<file path="config.mk">
export PLATFORM = sky130hd
export DESIGN_NAME = scm_write_ctrl
export DESIGN_NICKNAME = d
export VERILOG_FILES = /design/src/rtl/scm_write_ctrl.sv
export SDC_FILE = /design/constraint.sdc
export NUM_CORES = 1
export LEC_CHECK = 0
export ABC_AREA = 1
export ABC_CLOCK_PERIOD_IN_PS = 1400
export CAP_MARGIN = 20
export CORE_UTILIZATION = 45
export DETAILED_ROUTE_END_ITERATION = 12
export MAX_ROUTING_LAYER = met4
export PLACE_DENSITY_LB_ADDON = 0.08
export SETUP_SLACK_MARGIN = 0.2
export SYNTH_ARGS = -nofsm -noshare
export SYNTH_HDL_FRONTEND = slang
export SYNTH_SLANG_ARGS = --single-unit
</file>
<file path="constraint.sdc">
create_clock -name clk -period 1.4 [get_ports clk]
set_input_delay 0.21 -clock clk [delete_from_list [all_inputs] [get_ports clk]]
set_output_delay 0.21 -clock clk [all_outputs]
set_load 0.05 [all_outputs]
</file>
<file path="src/rtl/scm_write_ctrl.sv">
// Write-request front end for the standard-cell memory array: one-deep request buffer,
// setup/strobe/hold sequencing, and one-hot word enable into the DGW clock-gating stage.
module scm_write_ctrl #(
  parameter int ADDR_WIDTH = 3,
  parameter int DATA_WIDTH = 8
) (
  input  logic                       clk,
  input  logic                       rst_n,
  input  logic                       wr_valid,
  output logic                       wr_ready,
  input  logic [ADDR_WIDTH-1:0]      wr_addr,
  input  logic [DATA_WIDTH-1:0]      wr_data,
  input  logic                       scan_en,
  output logic [(2**ADDR_WIDTH)-1:0] E,
  output logic                       SE,
  output logic [DATA_WIDTH-1:0]      WData,
  output logic                       busy
);

  localparam int NWORDS = 2**ADDR_WIDTH;

  localparam logic [1:0] S_IDLE   = 2'd0;
  localparam logic [1:0] S_SETUP  = 2'd1;
  localparam logic [1:0] S_STROBE = 2'd2;
  localparam logic [1:0] S_HOLD   = 2'd3;

  logic [1:0]            r_state;
  logic [ADDR_WIDTH-1:0] r_act_addr;
  logic [DATA_WIDTH-1:0] r_act_data;
  logic                  r_pend_valid;
  logic [ADDR_WIDTH-1:0] r_pend_addr;
  logic [DATA_WIDTH-1:0] r_pend_data;
  logic [NWORDS-1:0]     r_e;

  logic                  w_accept;
  logic [NWORDS-1:0]     w_onehot;

  assign wr_ready = !r_pend_valid && !scan_en;
  assign w_accept = wr_valid && wr_ready;
  assign w_onehot = {{(NWORDS-1){1'b0}}, 1'b1} << r_act_addr;

  // Scan forces E low combinationally; r_e itself is frozen so a STROBE is re-presented on release.
  assign E     = scan_en ? '0 : r_e;
  assign SE    = scan_en;
  assign WData = r_act_data;
  assign busy  = (r_state != S_IDLE) || r_pend_valid;

  always_ff @(posedge clk or negedge rst_n) begin
    if (!rst_n) begin
      r_state      <= S_IDLE;
      r_act_addr   <= '0;
      r_act_data   <= '0;
      r_pend_valid <= 1'b0;
      r_pend_addr  <= '0;
      r_pend_data  <= '0;
      r_e          <= '0;
    end else if (!scan_en) begin
      case (r_state)
        S_IDLE: begin
          r_e <= '0;
          if (w_accept) begin
            r_act_addr <= wr_addr;
            r_act_data <= wr_data;
            r_state    <= S_SETUP;
          end
        end
        S_SETUP: begin
          r_e     <= w_onehot;
          r_state <= S_STROBE;
          if (w_accept) begin
            r_pend_valid <= 1'b1;
            r_pend_addr  <= wr_addr;
            r_pend_data  <= wr_data;
          end
        end
        S_STROBE: begin
          r_e     <= '0;
          r_state <= S_HOLD;
          if (w_accept) begin
            r_pend_valid <= 1'b1;
            r_pend_addr  <= wr_addr;
            r_pend_data  <= wr_data;
          end
        end
        S_HOLD: begin
          r_e <= '0;
          // wr_ready is low whenever the slot is full, so the two load paths are exclusive.
          if (r_pend_valid) begin
            r_act_addr   <= r_pend_addr;
            r_act_data   <= r_pend_data;
            r_pend_valid <= 1'b0;
            r_state      <= S_SETUP;
          end else if (w_accept) begin
            r_act_addr <= wr_addr;
            r_act_data <= wr_data;
            r_state    <= S_SETUP;
          end else begin
            r_state <= S_IDLE;
          end
        end
        default: begin
          r_e     <= '0;
          r_state <= S_IDLE;
        end
      endcase
    end
  end

endmodule

</file>
Word level (Yosys, flattened, before mapping)
Index checks and enable logic that the tools add are counted.

storage, ports and cells
  register bits = 33
  word-level logic and storage cells = 43
  input port bits = 15
  output and inout port bits = 19

operators by class
  equal/unequal tests = 5
  bitwise operators = 1
  shift-type cells = 1
  reductions and logical operators = 15
  multiplexer cells = 14

operators with widths
  operator                                                                count
  8-bit case mux with 2 select lines                                      2
  8-bit 2-to-1 mux                                                        3
  2-bit case mux with 4 select lines                                      1
  1-bit by 3-bit << shifter with 8-bit output (first input constant)      1
  3-bit 2-to-1 mux                                                        2
  3-bit case mux with 2 select lines                                      1
  3-bit AND reduction                                                     2
  2-bit nonzero test                                                      3
  2-bit equality test (second input constant)                             2
  2-bit AND reduction                                                     2
  1-bit 2-to-1 mux                                                        3
  3-bit OR reduction                                                      1
  2-bit by 1-bit equality test with 1-bit output (second input constant)  1
  1-bit logical AND                                                       2
  1-bit zero test                                                         2
  2-bit zero test                                                         1
  2-bit 2-to-1 mux                                                        1
  2-bit by 1-bit != test with 1-bit output (second input constant)        1
  2-bit != test (second input constant)                                   1
  1-bit case mux with 2 select lines                                      1
  2-bit OR reduction                                                      1
  1-bit logical OR                                                        1
  1-bit inverter                                                          1

Logic depth before layout (Yosys ltp)
Gate-level depths: netlist of run 1.

  depth in word-level cells = 6
  depth in mapped cells = 8
  depth with buffers taken out = 8

Worst setup path after synthesis of run 1
OpenSTA, ideal clock, no wires.

  path type = register -> register
  from = reg r_state[0]
  to = reg r_act_data[2] (netlist: WData[2])
  cell stages (with the launch flop) = 8
  data arrival time = 1.253 ns
  data required time = 1.279 ns
  path slack = 0.027 ns
  setup time = 0.121 ns
  period minus slack after synthesis = 1.373 ns
  path through = dfrtp_1 inv_1 ha_1 nor2_4 nand2_4 buf_6 nand2_1 o21ai_2

between the ends
  longest elaborated chain between the ends = 3
  elaborated cells between the ends (all ways) = 5
  those cells by class = eq/ne: 1; mux: 1; reduce/logical: 3

ends and longest elaborated chain
  what                                                    RTL line  text
  from (decl)                                             27        logic [1:0] r_state;
  from (signal assigned)                                  50        r_state <= S_IDLE;
  from (signal assigned)                                  64        r_state <= S_SETUP;
  from (signal assigned)                                  69        r_state <= S_STROBE;
  2-bit equality test or 2-bit zero test (tied branches)  58        case (r_state)
  2-bit nonzero test (no line)                            --
  2-bit AND reduction (no line)                           --
  to (signal assigned)                                    63        r_act_data <= wr_data;
  to (signal assigned)                                    90        r_act_data <= r_pend_data;
  to (signal assigned)                                    95        r_act_data <= wr_data;
  to (decl)                                               29        logic [DATA_WIDTH-1:0] r_act_data;

Parallel ways exist; a longest one is shown, timed or not.
A chain may end at the register's enable or synchronous reset.

Worst setup path in the final report of run 1
  from = reg r_state[1]
  to = out busy

between the ends
  longest elaborated chain between the ends = 2

ends and longest elaborated chain
  what                RTL line  text
  2-bit nonzero test  46        assign busy = (r_state != S_IDLE) || r_pend_valid;
  1-bit logical OR    46
  to (decl)           17        output logic busy

Every way passes these cells.

==> results.md, run 1 <==
- Multi-input combinational cell area: 1100 µm²
- HP Class: input pin to async pin
- Post-detail-place hpwl: 2.41 mm
- Post-synthesis compound-gate area fraction: 0.170
- Fillers: 72
- Max incr delay on CP: 0.43 ns
- CP required: 1.19 ns
- Leakage: 1.45 nW
- Antenna fix cells: 0
- Largest net degree at the start of global routing: 34
- Post-route ant nets: 0
- R2R Path Start: r_state[1]
- Crit end category: output port
- Crit-path cells: inv_2 -> ha_4 -> inv_2 -> or2_4 -> buf_8
- Commonest cells in the synthesized netlist: nand2_1, dfrtp_1, inv_1, o21ai_1, o21ai_2
- Simple-Gate Fraction of Synth Area: 0.180
- Leading area contributor after synthesis: dfrtp_1
- Distinct cell type count after synthesis: 19
- First-pass GRT wire length: 8.57 mm
- Post-layout nets: 282
- Main combinational cell family by area after synthesis: simple AND/OR/NAND/NOR gates
- Fin crit period: 1.68 ns
- Ys async rst share: 1.00
- Antenna violations before repair: 0
- Starting DRT DRC Count: 165
- Crit start category: flop
- EDFF count, synth: 0
- Final Hold Fails: 0
- Area grow syn2layout: 97.7%
- Root buf cell: clkbuf_4
- Critical path fanouts, max: 2
- Slew @ Worst Pin: 0.348 ns
- Rel. slew slack: 0.768
- Hold slack: 0.251 ns
- Xor/xnor cell area share of the yosys netlist: 0
- Slew Limit Fails: 0
- Share of the synthesized area in the top cell type: 0.504
- Wire per inst: 24.6 µm
- Fmax: 0.596 GHz
- Setup slack after layout: -0.279 ns
- Synth Area in Adders: 0.0305
- Slowest CP cell: dfrtp_1
- Clk sink count: 33
- Register area: 828 µm²
- Gr ovfl total: 0
- Post-Syn Area: 1640 µm²
- PD cells: 2170 nW/µm²
- Mapped Nets: 202
- Register bit total from synthesis: 33
- WP data arrival: 1.47 ns
- Final Cycle Share: 1.20
- GRT Util Overall: 0.308
- Die area: 3890 µm²
- Reg2reg end: r_act_addr[0]
- Status: finished with violations
- Vias in the first global route: 1699
- # IOs: 34
- Register area share after synthesis: 0.504
- Main area contributors after synthesis: dfrtp_1, nand2_1, o21ai_2, inv_1, o21ai_1
- Cell row count: 21
- Die width: 62.4 µm
- IO buf count: 33
- Setup Skew: 0.00263 ns
- Top-count cell post-synth: nand2_1
- Cells after synthesis: 183
- Util after Layout: 0.949
- Warnings from Yosys: 0
- Share of layout cells above drive strength 1: 0.644
- Avg Inst Size Synth: 8.96 µm²
- Failing checks: negative setup slack
- Max Cap Violations: 0
- Worst skew pair latency: 0.35 ns
- Dominant synthesized flop cell: dfrtp_1
- Maximum VDD drop: 1.70 mV
- Setup CP Type: flop to output port
- Area of the core: 3420 µm²
- First-pass detailed-route iteration total: 4
- Worst reg2reg path depth: 9
- Crit path to: busy
- CTS max path bufs: 2
- Detailed-route via count: 1839
- Total Wirelength: 7.64 mm
- R2R setup slack: -0.22 ns
- H-tree levels: 2
- Crit path from: r_state[1]
- CTS Buf Count: 5
- Most used cell, CP: inv_2
- # DRC: 0
- RSZ-0062 raised after global routing: yes
- Starting Density: 0.480
- Die height: 62.4 µm
- Final setup violation count: 27
- GPL Wtd Cong: 0.812
- Clk pin slew, worst setup/hold paths: 0.12 ns
- TritonCTS clock tree: done
- Vias per cell: 5.93
- Mux cell area share after synthesis: 0
==> state kept, by name, summed over array words and instances (netlist names) <==
signal	count
r_state	2
r_e	8
r_pend_data	8
r_act_addr	3
WData	8
r_pend_addr	3
r_pend_valid	1
==> final cells by class <==
cell class / instances / share of cell area
Multi-Input combinational cell: 116 / 0.339
Timing Repair Buffer: 79 / 0.329
Sequential cell: 33 / 0.256
Inverter: 28 / 0.0324
Tap cell: 46 / 0.0178
Clock buffer: 7 / 0.0170
Clock inverter: 1 / 0.00927
==> through the flow <==
| stage | cells | setup TNS [ns] | cell area (µm²) | worst slack (ns) | total power [mW] |
|---|---|---|---|---|---|
| 3_5_place_dp | 263 | -4.59 | 2270 | -0.201 | 4.02 |
| 3_3_place_gp | 263 | -2.78 | 2270 | -0.126 | 3.93 |
| 2_1_floorplan | 183 | 0 | 1690 | 0.0623 | 3.08 |
| 5_1_grt | 310 | -2.80 | 3240 | -0.299 | 7.23 |
| 6_report | 310 | -2.41 | 3240 | -0.279 | 7.04 |
| 4_1_cts | 296 | -0.185 | 2880 | -0.185 | 5.79 |
==> cell families (layout without fill, tap and decap cells) <==
kind of cell | after synthesis | after routing
flip-flops | 33 | 33
adder cells (fa/ha/maj) | 4 | 4
AND/OR/NAND/NOR | 65 | 68
buffers and inverters | 37 | 115
AO/OA/AOI/OAI | 44 | 44
==> worst max-delay path: cells and delay by family, from the launching register on <==
family	cells	cell delay, ns
DFF	1	0.43
adders and majority gates	1	0.14
buffers and inverters	3	0.30
and+or+nand+nor	1	0.24
==> cell usage in the layout (no fill, tap or decap) <==
cell / n
dfrtp_1: 31
o21ai_2: 25
buf_4: 24
buf_12: 23
inv_1: 17
nand2_2: 16
nand2_4: 14
nand2_1: 13
clkdlybuf4s50_1: 13
buf_6: 12
inv_2: 11
nor2_4: 10
o21ai_1: 10
nand2_8: 8
o22ai_2: 5
clkbuf_4: 5
buf_16: 4
nand3_4: 3
o22ai_1: 3
ha_4: 3
dfrtp_2: 2
or2_4: 1
nand3_1: 1
nor2_1: 1
o21ai_0: 1
nand3b_1: 1
ha_1: 1
bufinv_16: 1
clkbuf_1: 1
clkbuf_8: 1
clkbuf_16: 1
dlygate4sd2_1: 1
buf_8: 1
==> power breakdown <==
part           internal [mW]  switching, mW  total [mW]
logic                   2.09           2.35        4.45
clock network          0.427          0.380       0.806
registers               1.31          0.478        1.79
total                   3.83           3.21        7.04
==> routing by layer <==
metal	track usage	wire (µm)	part of all wire	vias up
met5	-	0	0	-
met4	0.201	434	0.057	0
met3	0.0680	518	0.068	45
met2	0.499	3950	0.52	124
met1	0.344	2740	0.36	925
li1	-	-	-	745
==> repair_timing <==
action,CTS,global route
gates resized for setup,66,61
buffers inserted,18,13
endpoints found under the setup margin,42,47
pin swaps,13,31
hold buffers,0,0
cloned,7,1
endpoints found under the hold margin,0,0
==> worst min-delay path by stage <==
stage / from / endpoint / cells after the start
after CTS: rst_n / WData[3] / 2
final: rst_n / r_e[1] / 2
after detailed placement: r_pend_addr[0] / r_pend_addr[0] / 2
after global placement: r_pend_data[7] / r_pend_data[7] / 2
after global routing: rst_n / r_act_addr[2] / 2
after floorplan: rst_n / WData[0] / 0
(Power assumes the default switching activity.)
==> run 2: changes to the inputs <==
Settings changed: CTS_CLUSTER_SIZE set to 14, SKIP_CTS_REPAIR_TIMING set to 1.
==> run 2 against run 1 <==
  * The flow still finishes with violations (negative setup slack)
  * Hold slack got worse by 0.019 ns
  * Global-route usage fell by 11 points
  * Combinational power fell by 30%
  * Sequential share of layout area rose by 4.6 points
  * First-iteration DRC count fell by 70%
  * Final cell count fell by 7.7%
==> results.md, run 2 (synthesis results as in run 1) <==
- Status: finished with violations
- Failing checks: negative setup slack
- Slowest CP cell: dfrtp_1
- Final setup violation count: 3 (-89%)
- Wire per inst: 15.0 µm (-39%)
- Antenna fix cells: 0 (unchanged)
- Critical path fanouts, max: 4 (+2)
- Post-layout nets: 258 (-8.5%)
- Crit end category: output port
- Slew @ Worst Pin: 0.236 ns (-0.111 ns)
- Area grow syn2layout: 67.6%
- Placement-stage cell area: 2270 µm² (unchanged)
- GRT Util Overall: 0.196 (-0.112)
- Crit start category: flop
- Cell row count: 21 (unchanged)
- Final Hold Fails: 0 (unchanged)
- First-pass detailed-route iteration total: 4 (unchanged)
- Fillers: 201 (+180%)
- IO buf count: 33 (unchanged)
- # IOs: 34 (unchanged)
- Starting DRT DRC Count: 50 (-70%)
- Max Cap Violations: 0 (unchanged)
- Vias in the first global route: 1303 (-23%)
- WP data arrival: 1.40 ns (-0.07 ns)
- Final Cycle Share: 1.15 (-0.0474)
- Vias per cell: 5.18 (-13%)
- Die width: 62.4 µm (unchanged)
- H-tree levels: 2 (unchanged)
- First-pass GRT wire length: 5.66 mm (-34%)
- CTS max path bufs: 2 (unchanged)
- Leakage: 1.27 nW (-12%)
- CP required: 1.19 ns (about the same)
- Detailed-route via count: 1481 (-19%)
- Share of layout cells above drive strength 1: 0.475 (-0.169)
- Post-route ant nets: 0 (unchanged)
- Die area: 3890 µm² (unchanged)
- Root buf cell: clkbuf_4
- RSZ-0062 raised after global routing: yes
- TritonCTS clock tree: done
- Setup Skew: 0.00824 ns (+0.00561 ns)
- Util after Layout: 0.804 (-0.145)
- R2R Path Start: r_state[0]
- Clk sink count: 33 (unchanged)
- Die height: 62.4 µm (unchanged)
- Largest net degree at the start of global routing: 34 (unchanged)
- Antenna violations before repair: 0 (unchanged)
- Fmax: 0.620 GHz (+4.1%)
- GPL Wtd Cong: 0.812 (unchanged)
- Area of the core: 3420 µm² (unchanged)
- Starting Density: 0.480 (unchanged)
- Placed cell count: 263 (unchanged)
- Maximum VDD drop: 1.15 mV (-32%)
- Worst skew pair latency: 0.33 ns (-0.02 ns)
- Fin crit period: 1.61 ns (-0.0664 ns)
- HP Class: input pin to async pin
- Most used cell, CP: inv_2
- Post-detail-place hpwl: 2.41 mm (unchanged)
- CTS Buf Count: 5 (unchanged)
- Finished Layout Cells: 286 (-7.7%)
- Max incr delay on CP: 0.44 ns (about the same)
- Crit path from: r_state[0]
- Design area: 2750 µm² (-15%)
- Total Wirelength: 4.28 mm (-44%)
- Rel. slew slack: 0.841 (+0.0732)
- # DRC: 0 (unchanged)
- Most common cell after layout, fill and taps aside: dfrtp_1
- Gr ovfl total: 0 (unchanged)
- Place WS: -0.201 ns (unchanged)
- Crit-path cells: inv_2 -> ha_4 -> inv_2 -> or2_4 -> buf_8
- Clk pin slew, worst setup/hold paths: 0.10 ns (-0.02 ns)
- Setup CP Type: flop to output port
- Slew Limit Fails: 0 (unchanged)
- Commonest non-fill, non-tap cells in the layout: dfrtp_1, nand2_1, buf_12
- Setup slack after layout: -0.212 ns (+0.0664 ns)
- PD cells: 2020 nW/µm² (-6.9%)
run 2: cell types whose count changed in the layout (fill, tap and decap cells not counted), sizes merged:
cell | before | now
dlymetal6s2s | 0 | 1
clkbuf | 8 | 9
nand2 | 51 | 50
dlygate4sd2 | 1 | 0
buf | 64 | 40
run 2: final timing paths:
path	end	slack (ns)	cells after the start
hold reg to reg	r_pend_addr[1]	0.52	2
min in group clk	r_pend_data[0]	0.44	3
setup reg to reg	r_act_addr[1]	-0.03	5
hold / removal	r_state[1]	0.23	2
max in group asynchronous	r_pend_valid	0.98	2
setup / recovery	busy	-0.21	5
run 2: layout make-up:
type | instances | area, µm² | area share
multi-input cells | 115 | 877 | 0.319
inverters | 28 | 105 | 0.0383
flip-flops and latches | 33 | 827 | 0.301
repair buffers | 56 | 795 | 0.289
clock buffers | 7 | 55.1 | 0.0200
well taps | 46 | 57.6 | 0.0210
clock inverters | 1 | 30.0 | 0.0109
run 2: per-stage QoR:
stage	hold slack [ns]	total power [mW]	setup TNS, ns
2_1_floorplan	-0.0856	3.08	0
3_3_place_gp	0.459	3.93	-2.78
3_5_place_dp	0.465	4.02	-4.59
4_1_cts	0.239	4.78	-0.868
5_1_grt	0.249	5.85	-1.30
6_report	0.232	5.55	-0.249
run 2: where the power goes:
part | internal (mW) | switching (mW) | leakage (nW)
clock | 0.426 | 0.328 | 0.0455
combinational | 1.48 | 1.63 | 0.803
sequential | 1.31 | 0.378 | 0.425
total | 3.22 | 2.33 | 1.27
run 2: routing by layer:
| layer | up-vias | GRT usage | wire length [µm] |
|---|---|---|---|
| li1 | 702 | - | - |
| met1 | 729 | 0.205 | 1660 |
| met2 | 40 | 0.343 | 2290 |
| met3 | 10 | 0.0551 | 199 |
| met4 | 0 | 0.0872 | 131 |
| met5 | - | - | 0 |
run 2: worst max-delay path, delay by kind of cell, from the launching register on:
kind | cells | cell delay [ns]
flip-flops | 1 | 0.44
AND/OR/NAND/NOR | 1 | 0.22
adder cells (fa/ha/maj) | 1 | 0.12
buffers and inverters | 3 | 0.28
